[config.mk]
export PLATFORM = sky130hd
export DESIGN_NAME = mesh_link_arbiter
export DESIGN_NICKNAME = d
export VERILOG_FILES = /design/src/rtl/mesh_link_arbiter.sv
export SDC_FILE = /design/constraint.sdc
export NUM_CORES = 1
export LEC_CHECK = 0
export ABC_CLOCK_PERIOD_IN_PS = 3100
export CORE_AREA = 2 2 130 132
export DETAILED_ROUTE_END_ITERATION = 10
export DIE_AREA = 0 0 132 134
export PLACE_DENSITY_LB_ADDON = 0.05
export SYNTH_ARGS = -nofsm -noshare
export SYNTH_HDL_FRONTEND = slang
export SYNTH_SLANG_ARGS = --single-unit
[constraint.sdc]
create_clock -name clk -period 3.1 [get_ports clk]
set_input_delay 0.31 -clock clk [delete_from_list [all_inputs] [get_ports clk]]
set_output_delay 0.31 -clock clk [all_outputs]
set_load 0.02 [all_outputs]
[src/rtl/mesh_link_arbiter.sv]
// Purpose: round-robin arbiter sharing one mesh link among NREQ requesters into a 1-deep output register.
// Latency: 1 cycle from input accept to so=1 carrying that flit; 1 flit/cycle sustained with ro high.
// Backpressure: ro=0 while so=1 holds do/so and forces ri=0; the rr pointer stays put so waiters keep priority.
// Optional: define MESH_ARB_CNT_EN to add the saturating xfer_cnt output-transfer counter.
// The link flit output is named do_dat because 'do' is a reserved word in SystemVerilog.
module mesh_link_arbiter #(
  parameter int WIDTH = 64,
  parameter int NREQ  = 4,
  localparam int PW   = $clog2(NREQ)
) (
  input  logic                  clk,
  input  logic                  reset,
  input  logic [NREQ*WIDTH-1:0] di,
  input  logic [NREQ-1:0]       si,
  output logic [NREQ-1:0]       ri,
  output logic [WIDTH-1:0]      do_dat,
  output logic                  so,
  input  logic                  ro
`ifdef MESH_ARB_CNT_EN
  ,
  output logic [15:0]           xfer_cnt
`endif
);

  localparam logic [PW-1:0] LAST = PW'(NREQ - 1);

  logic [PW-1:0]    ptr;
  logic [PW-1:0]    g;
  logic             any_req;
  logic             can_load;
  logic             load;
  logic [WIDTH-1:0] sel_dat;

  assign any_req  = |si;
  assign can_load = !so || ro;
  assign load     = can_load && any_req;

  // Grant search: first set si at or after ptr, wrapping; lowest offset wins.
  always_comb begin
    int idx;
    g   = '0;
    idx = 0;
    for (int k = NREQ - 1; k >= 0; k--) begin
      idx = int'(ptr) + k;
      if (idx >= NREQ) idx = idx - NREQ;
      if (si[idx]) g = PW'(idx);
    end
  end

  // Winner's flit slice.
  always_comb begin
    sel_dat = di[int'(g)*WIDTH +: WIDTH];
  end

  // Ready back to the winner only; suppressed while reset is asserted so no accept is implied.
  always_comb begin
    ri = '0;
    if (reset && load) ri[g] = 1'b1;
  end

  // Output register and rr pointer: load (drain-and-refill allowed) has priority over plain drain.
  always_ff @(posedge clk) begin
    if (!reset) begin
      so     <= 1'b0;
      do_dat <= '0;
      ptr    <= '0;
    end else if (load) begin
      do_dat <= sel_dat;
      so     <= 1'b1;
      ptr    <= (g == LAST) ? '0 : g + 1'b1;
    end else if (so && ro) begin
      so <= 1'b0;
    end
  end

`ifdef MESH_ARB_CNT_EN
  // Saturating count of completed link transfers.
  always_ff @(posedge clk) begin
    if (!reset) begin
      xfer_cnt <= '0;
    end else if (so && ro && (xfer_cnt != 16'hFFFF)) begin
      xfer_cnt <= xfer_cnt + 16'd1;
    end
  end
`endif

endmodule
# Word-level counts from Yosys, hierarchy flattened
# Index checks and enable logic that the tools add are counted.
# Widths: inputs -> output; s select.
[totals]
ff_bits = 67
out_inout_bits = 69
[classes]
addsub = 8
order_cmp = 10
eq_ne = 1
shift = 1
n_mux = 26
n_reduce_logical = 8
[ops]
columns = ["cell", "count"]
rows = [
  ["$shiftx 256x9->64", 1],
  ["$lt 32x4->1 const B", 4],
  ["$mux 32", 4],
  ["$sub 3x3->4 const B", 3],
  ["$mux 1", 11],
  ["$mux 2", 5],
  ["$ge 3x3->1 const B", 3],
  ["$bmux 1 s2", 4],
  ["$add 2x2->3 const B", 2],
  ["$logic_and 1x1->1", 4],
  ["$mux 4", 1],
  ["$reduce_or 4->1", 1],
  ["$sub 2x3->4 const B", 1],
  ["$add 2x1->3 const B", 1],
  ["$ge 2x3->1 const B", 1],
  ["$lt 2x3->1 const B", 1],
  ["$add 2x1->2 const B", 1],
  ["$demux 1 s2", 1],
  ["$eq 2x2->1 const B", 1],
  ["$ge 2x1->1 const B", 1],
  ["$reduce_bool 2->1", 1],
  ["$logic_not 1->1", 1],
  ["$logic_or 1x1->1", 1],
]

# Longest topological paths before layout
[depth]
depth_word = 15
depth_mapped = 9
depth_no_buf = 6

# Worst setup path before layout
# No wires, ideal clock.
[synth_timing]
path_type = "reg2out"
startpoint = "register ptr[0]"
endpoint = "output ri[3]"
arrival_ns = 1.559
required_ns = 2.790
setup_slack_ns = 1.231
path_stages_with_launch = 9
path_cell_list = "dfxtp_1 > nand2b_1 > nor2b_1 > o22a_1 > buf_6 > buf_12 > buf_12 > ha_1 > and3_1"
[synth_via]
elab_chain_cells = 15
word_cells_on_any_way = 37
classes_between = "7 x add/sub; 6 x order compare; 23 x mux; 1 x reduce/logical"
[synth_lines]
columns = ["element", "line_no", "source"]
rows = [
  ["start: declaration", "27", "logic [PW-1:0] ptr;"],
  ["start signal: assignment", "70", "ptr <= (g == LAST) ? '0 : g + 1'b1;"],
  ["$add 2x2->3", "44", "idx = int'(ptr) + k;"],
  ["$sub 3x3->4 / $ge 3x3->1 (equally long branches)", "45", "if (idx >= NREQ) idx = idx - NREQ;"],
  ["$mux 32", "45", ""],
  ["$bmux 1 s2", "46", "if (si[idx]) g = PW'(idx);"],
  ["$mux 1 (not written as such) (2 in a row)", "46", ""],
  ["$mux 2 (3 in a row)", "46", ""],
  ["$mux 2 *", "46", ""],
  ["$lt 2x3->1 (not written as such) / $ge 2x1->1 (equally long branches)", "58", "if (reset && load) ri[g] = 1'b1;"],
  ["$logic_and 1x1->1 (not written as such)", "58", ""],
  ["$mux 1 (not written as such)", "58", ""],
  ["$demux 1 s2 *", "58", ""],
  ["$mux 4 *", "58", ""],
  ["end: declaration", "15", "output logic [NREQ-1:0] ri,"],
]
# Every way passes the cells marked *; elsewhere a longest branch is shown, timed or not. The select of a mux whose other input is x is not followed.

# Worst setup path in the final report
[layout_timing]
startpoint = "input si[1]"
endpoint = "output ri[3]"
[layout_via]
elab_chain_cells = 12
word_cells_on_any_way = 25
classes_between = "2 x order compare; 19 x mux; 4 x reduce/logical"
[layout_lines]
columns = ["element", "line_no", "source"]
rows = [
  ["start: declaration", "14", "input logic [NREQ-1:0] si,"],
  ["$bmux 1 s2", "46", ""],
  ["$mux 1 (not written as such) (2 in a row)", "46", ""],
  ["$mux 2 (4 in a row)", "46", ""],
  ["$lt 2x3->1 (not written as such) / $ge 2x1->1 (equally long branches)", "58", ""],
  ["$logic_and 1x1->1 (not written as such)", "58", ""],
  ["$mux 1 (not written as such)", "58", ""],
  ["$demux 1 s2", "58", ""],
  ["$mux 4 *", "58", ""],
]
# Marks and branches as above.

==> out/qor.tcl <==
set qor(overflow_left_after_global_routing) 0
set qor(cts.root.buffer_cell) {clkbuf_16}
set qor(post_synthesis_net_count) 653
set qor(cts_repair_resize_count) 0
set qor(synth_compound_gate_area_share) 0.157
set qor(core_area_um2) 16300
set qor(setup_viol) 0
set qor(run_status) {completed}
set qor(critical_r2r_launch) {ptr[0]}
set qor(launching_element_type_of_the_critical_path) {primary input}
set qor(ctsHtreeMaxLevel) 3
set qor(final_max_slew_viol_count) 0
set qor(synth.distinct_cells) 29
set qor(worst_slew_slack_as_a_fraction_of_its_limit) 0.457
set qor(timing.setup.tns_ps) 0
set qor(simple_gate_portion_of_the_synthesized_area) 0.0793
set qor(grt.total_usage) 0.189
set qor(grt_start_max_net_pins) 65
set qor(placementRows) 47
set qor(leading_post_synthesis_cells_by_cell_area) {dfxtp_1 (33%), mux2i_1 (32%), o221ai_1 (14%), nand2_1 (6.2%), buf_12 (4.5%)}
set qor(cts_inserted_buffers) 9
set qor(initial_core_utilization) 0.247
set qor(fp.dieArea_um2) 17700
set qor(fin_worst_skew_ps) 3.40
set qor(drt_pre_antenna_iters) 4
set qor(powerDensity_nw_per_um2) 468
set qor(synth_to_layout_area_growth_pct) 87.6
set qor(viasPerCell) 4.66
set qor(leakage_nw) 2.85
set qor(wl_mm) 16.7
set qor(synthesis.instances) 389
set qor(clock-sinks) 67
set qor(worstMarginPinSlew_ps) 815
set qor(grt_setup_unrepaired) {false}
set qor(timing.critical_path.required_ps) 2790
set qor(setup.worst_path.end) {ri[3]}
set qor(clk_path_buf_depth) 2
set qor(synth_top_area_share) 0.334
set qor(antenna_found_initial) 0
set qor(arithmetic_cell_share_of_the_synthesized_area_counting_full_adders_half_adders_and_majority_gates) 0.00311
set qor(detailedRoute.firstIterationViolations) 122
set qor(global_route_wire_length_before_repair_mm) 25.8
set qor(vias) 4302
set qor(rrSetupSlack_ps) 940
set qor(final_cell_area_um2) 7540
set qor(timing.critical_path.arrival_ps) 2300
set qor(num-nets-final) 967
set qor(synth-seq-area-share) 0.334
set qor(ys_warn_count) 0
set qor(route.detailed.drc) 0
set qor(ys_seq_elements) 67
set qor(share_of_synthesized_area_spent_on_multiplexers) 0.321
set qor(count_of_max_cap_constraint_violations) 0
set qor(avgRoutedWirePerCell_um) 18.1
set qor(finalCritPeriodShare) 0.843
set qor(main_combinational_cell_family_by_area_after_synthesis) {multiplexers}
set qor(cpPeakStageDelay_ps) 600
set qor(port-buffer-count) 331
set qor(final_layout_size_suffix_gt1_frac) 0.0341
set qor(critical_path.slowest_cell) {clkdlybuf4s50_1}
set qor(hold_path.class) {flop to flop}
set qor(cp_max_fo) 5
set qor(detailed_place_hpwl_mm) 12.7
set qor(finalWeightedCongestion) 0.763
set qor(post_synth.cell_area_avg_um2) 10.3
set qor(worst_r2r_path_depth) 6
set qor(vdd_drop_max_uv) 260
set qor(io_pins) 332
set qor(netlist.top_cell.by_area) {dfxtp_1}
set qor(clk-insertion-delay-late_ps) 330
set qor(post_synth_instance_area_um2) 4020
set qor(worst_path_most_repeated_cell) {clkdlybuf4s50_1}
set qor(critical_path.endpoint_type) {output port}
set qor(final_period_minus_worst_setup_slack_ps) 2610
set qor(clk_pin_slew_worst_paths_ps) 50
set qor(synthXorXnorAreaFrac) 0
set qor(die-height_um) 134
set qor(antennaDiodeCount) 0
set qor(placed_area_um2) 7310
set qor(clock.fmax_ghz) 0.383
set qor(cts_hold_buf) 0
set qor(crit_chain) {clkdlybuf4s50_1 -> nand2b_1 -> a21oi_1 -> a211oi_2 -> ha_1 -> and3_1 -> clkdlybuf4s50_1}
set qor(dieWidth_um) 132
set qor(setup.worst_path.start) {si[1]}
set qor(criticalPathCategory) {primary input to output port}
set qor(first_global_vias) 4581
set qor(tritoncts_clock_tree) {built}
set qor(regToRegEndpoint) {do_dat[34]}
set qor(antenna_left) 0
set qor(report.final.hold_viol_count) 0
set qor(post-cts-setup-buffer-count) 0
## cells in the final DEF (no fill, tap or decap), drive strengths merged
| cell | count |
|---|---|
| o221ai | 64 |
| nor4 | 1 |
| nand3b | 1 |
| nand3 | 1 |
| o22ai | 1 |
| clkinv | 1 |
| o211a | 1 |
| nor2 | 4 |
| nand2b | 2 |
| a211oi | 1 |
| buf | 8 |
| nand2 | 66 |
| clkbuf | 11 |
| a21boi | 1 |
| mux2i | 129 |
| a21o | 1 |
| a21oi | 3 |
| clkdlybuf4s50 | 331 |
| o22a | 1 |
| ha | 1 |
| and3 | 1 |
| inv | 4 |
| dfxtp | 67 |
| nor2b | 3 |
## layer usage
| layer | wire, um | vias to the layer above | GRT usage |
|---|---|---|---|
| met5 | 0 | - | 0 |
| met4 | 372 | 0 | 0.0743 |
| met3 | 1570 | 21 | 0.0642 |
| met2 | 8420 | 220 | 0.337 |
| met1 | 6380 | 1957 | 0.206 |
| li1 | - | 2104 | - |
## synth_stat cells (all sizes together)
library cell    n
a21boi          1
nand3b          1
nand2b          2
a211oi          1
o22ai           1
and3            1
o221ai         64
nor2b           3
mux2i         129
ha              1
nand3           1
a21oi           3
dfxtp          67
clkbuf          4
o22a            1
inv             4
a21o            1
nor4            1
nand2          66
buf            29
bufbuf          3
o211a           1
nor2            4
## worst min-delay path by stage
stage                     startpoint  slack, ps  cells after the start    endpoint
final                     do_dat[13]        460                      2  do_dat[13]
after global placement     do_dat[8]        440                      2   do_dat[8]
after detailed placement  do_dat[13]        450                      2  do_dat[13]
after CTS                 do_dat[13]        460                      2  do_dat[13]
after global routing      do_dat[22]        480                      2  do_dat[22]
after floorplan                reset        440                      1      ptr[1]
## registers in the layout, summed over array words and instances, names as in the netlist
signal	flops
ptr	2
do_dat	64
so	1
## worst max-delay path: cells and delay by family
family,cells,cell delay [ps]
AOI/OAI and AO/OA,2,390
adders and majority gates,1,190
buffers and inverters,2,1150
and+or+nand+nor,2,270
## stage by stage
stage / util / setup slack [ps] / cells / hold WS [ps] / total power [mW]
after global placement: 0.448 / 476 / 912 / 441 / 2.66
after detailed placement: 0.448 / 443 / 912 / 446 / 2.68
final: 0.463 / 487 / 924 / 458 / 3.53
after CTS: 0.463 / 467 / 924 / 461 / 3.59
after global routing: 0.463 / 331 / 924 / 481 / 3.73
after floorplan: - / 1230 / 389 / 438 / 2.00
## cells by family (layout without fill, tap and decap cells)
logic type,after synthesis,count (layout)
flops,67,67
buf+inv,40,355
fa+ha+maj,1,1
simple gates,79,79
compound gates,73,73
mux,129,129
## final cells by class
| cell class | count | area (um2) |
|---|---|---|
| inverters | 4 | 15.0 |
| repair buffers | 339 | 3400 |
| multi-input cells | 282 | 2280 |
| clock buffers | 11 | 233 |
| clock inverters | 1 | 5.00 |
| fillers | 1535 | 8750 |
| well taps | 220 | 275 |
| flip-flops and latches | 67 | 1340 |
## power breakdown
group	leakage [nW]	internal [mW]	switching, mW
clock network	0.117	0.522	0.362
logic	2.18	0.852	0.690
registers	0.556	1.02	0.0834
total	2.85	2.39	1.14
Power figures use the tool's default switching activity.
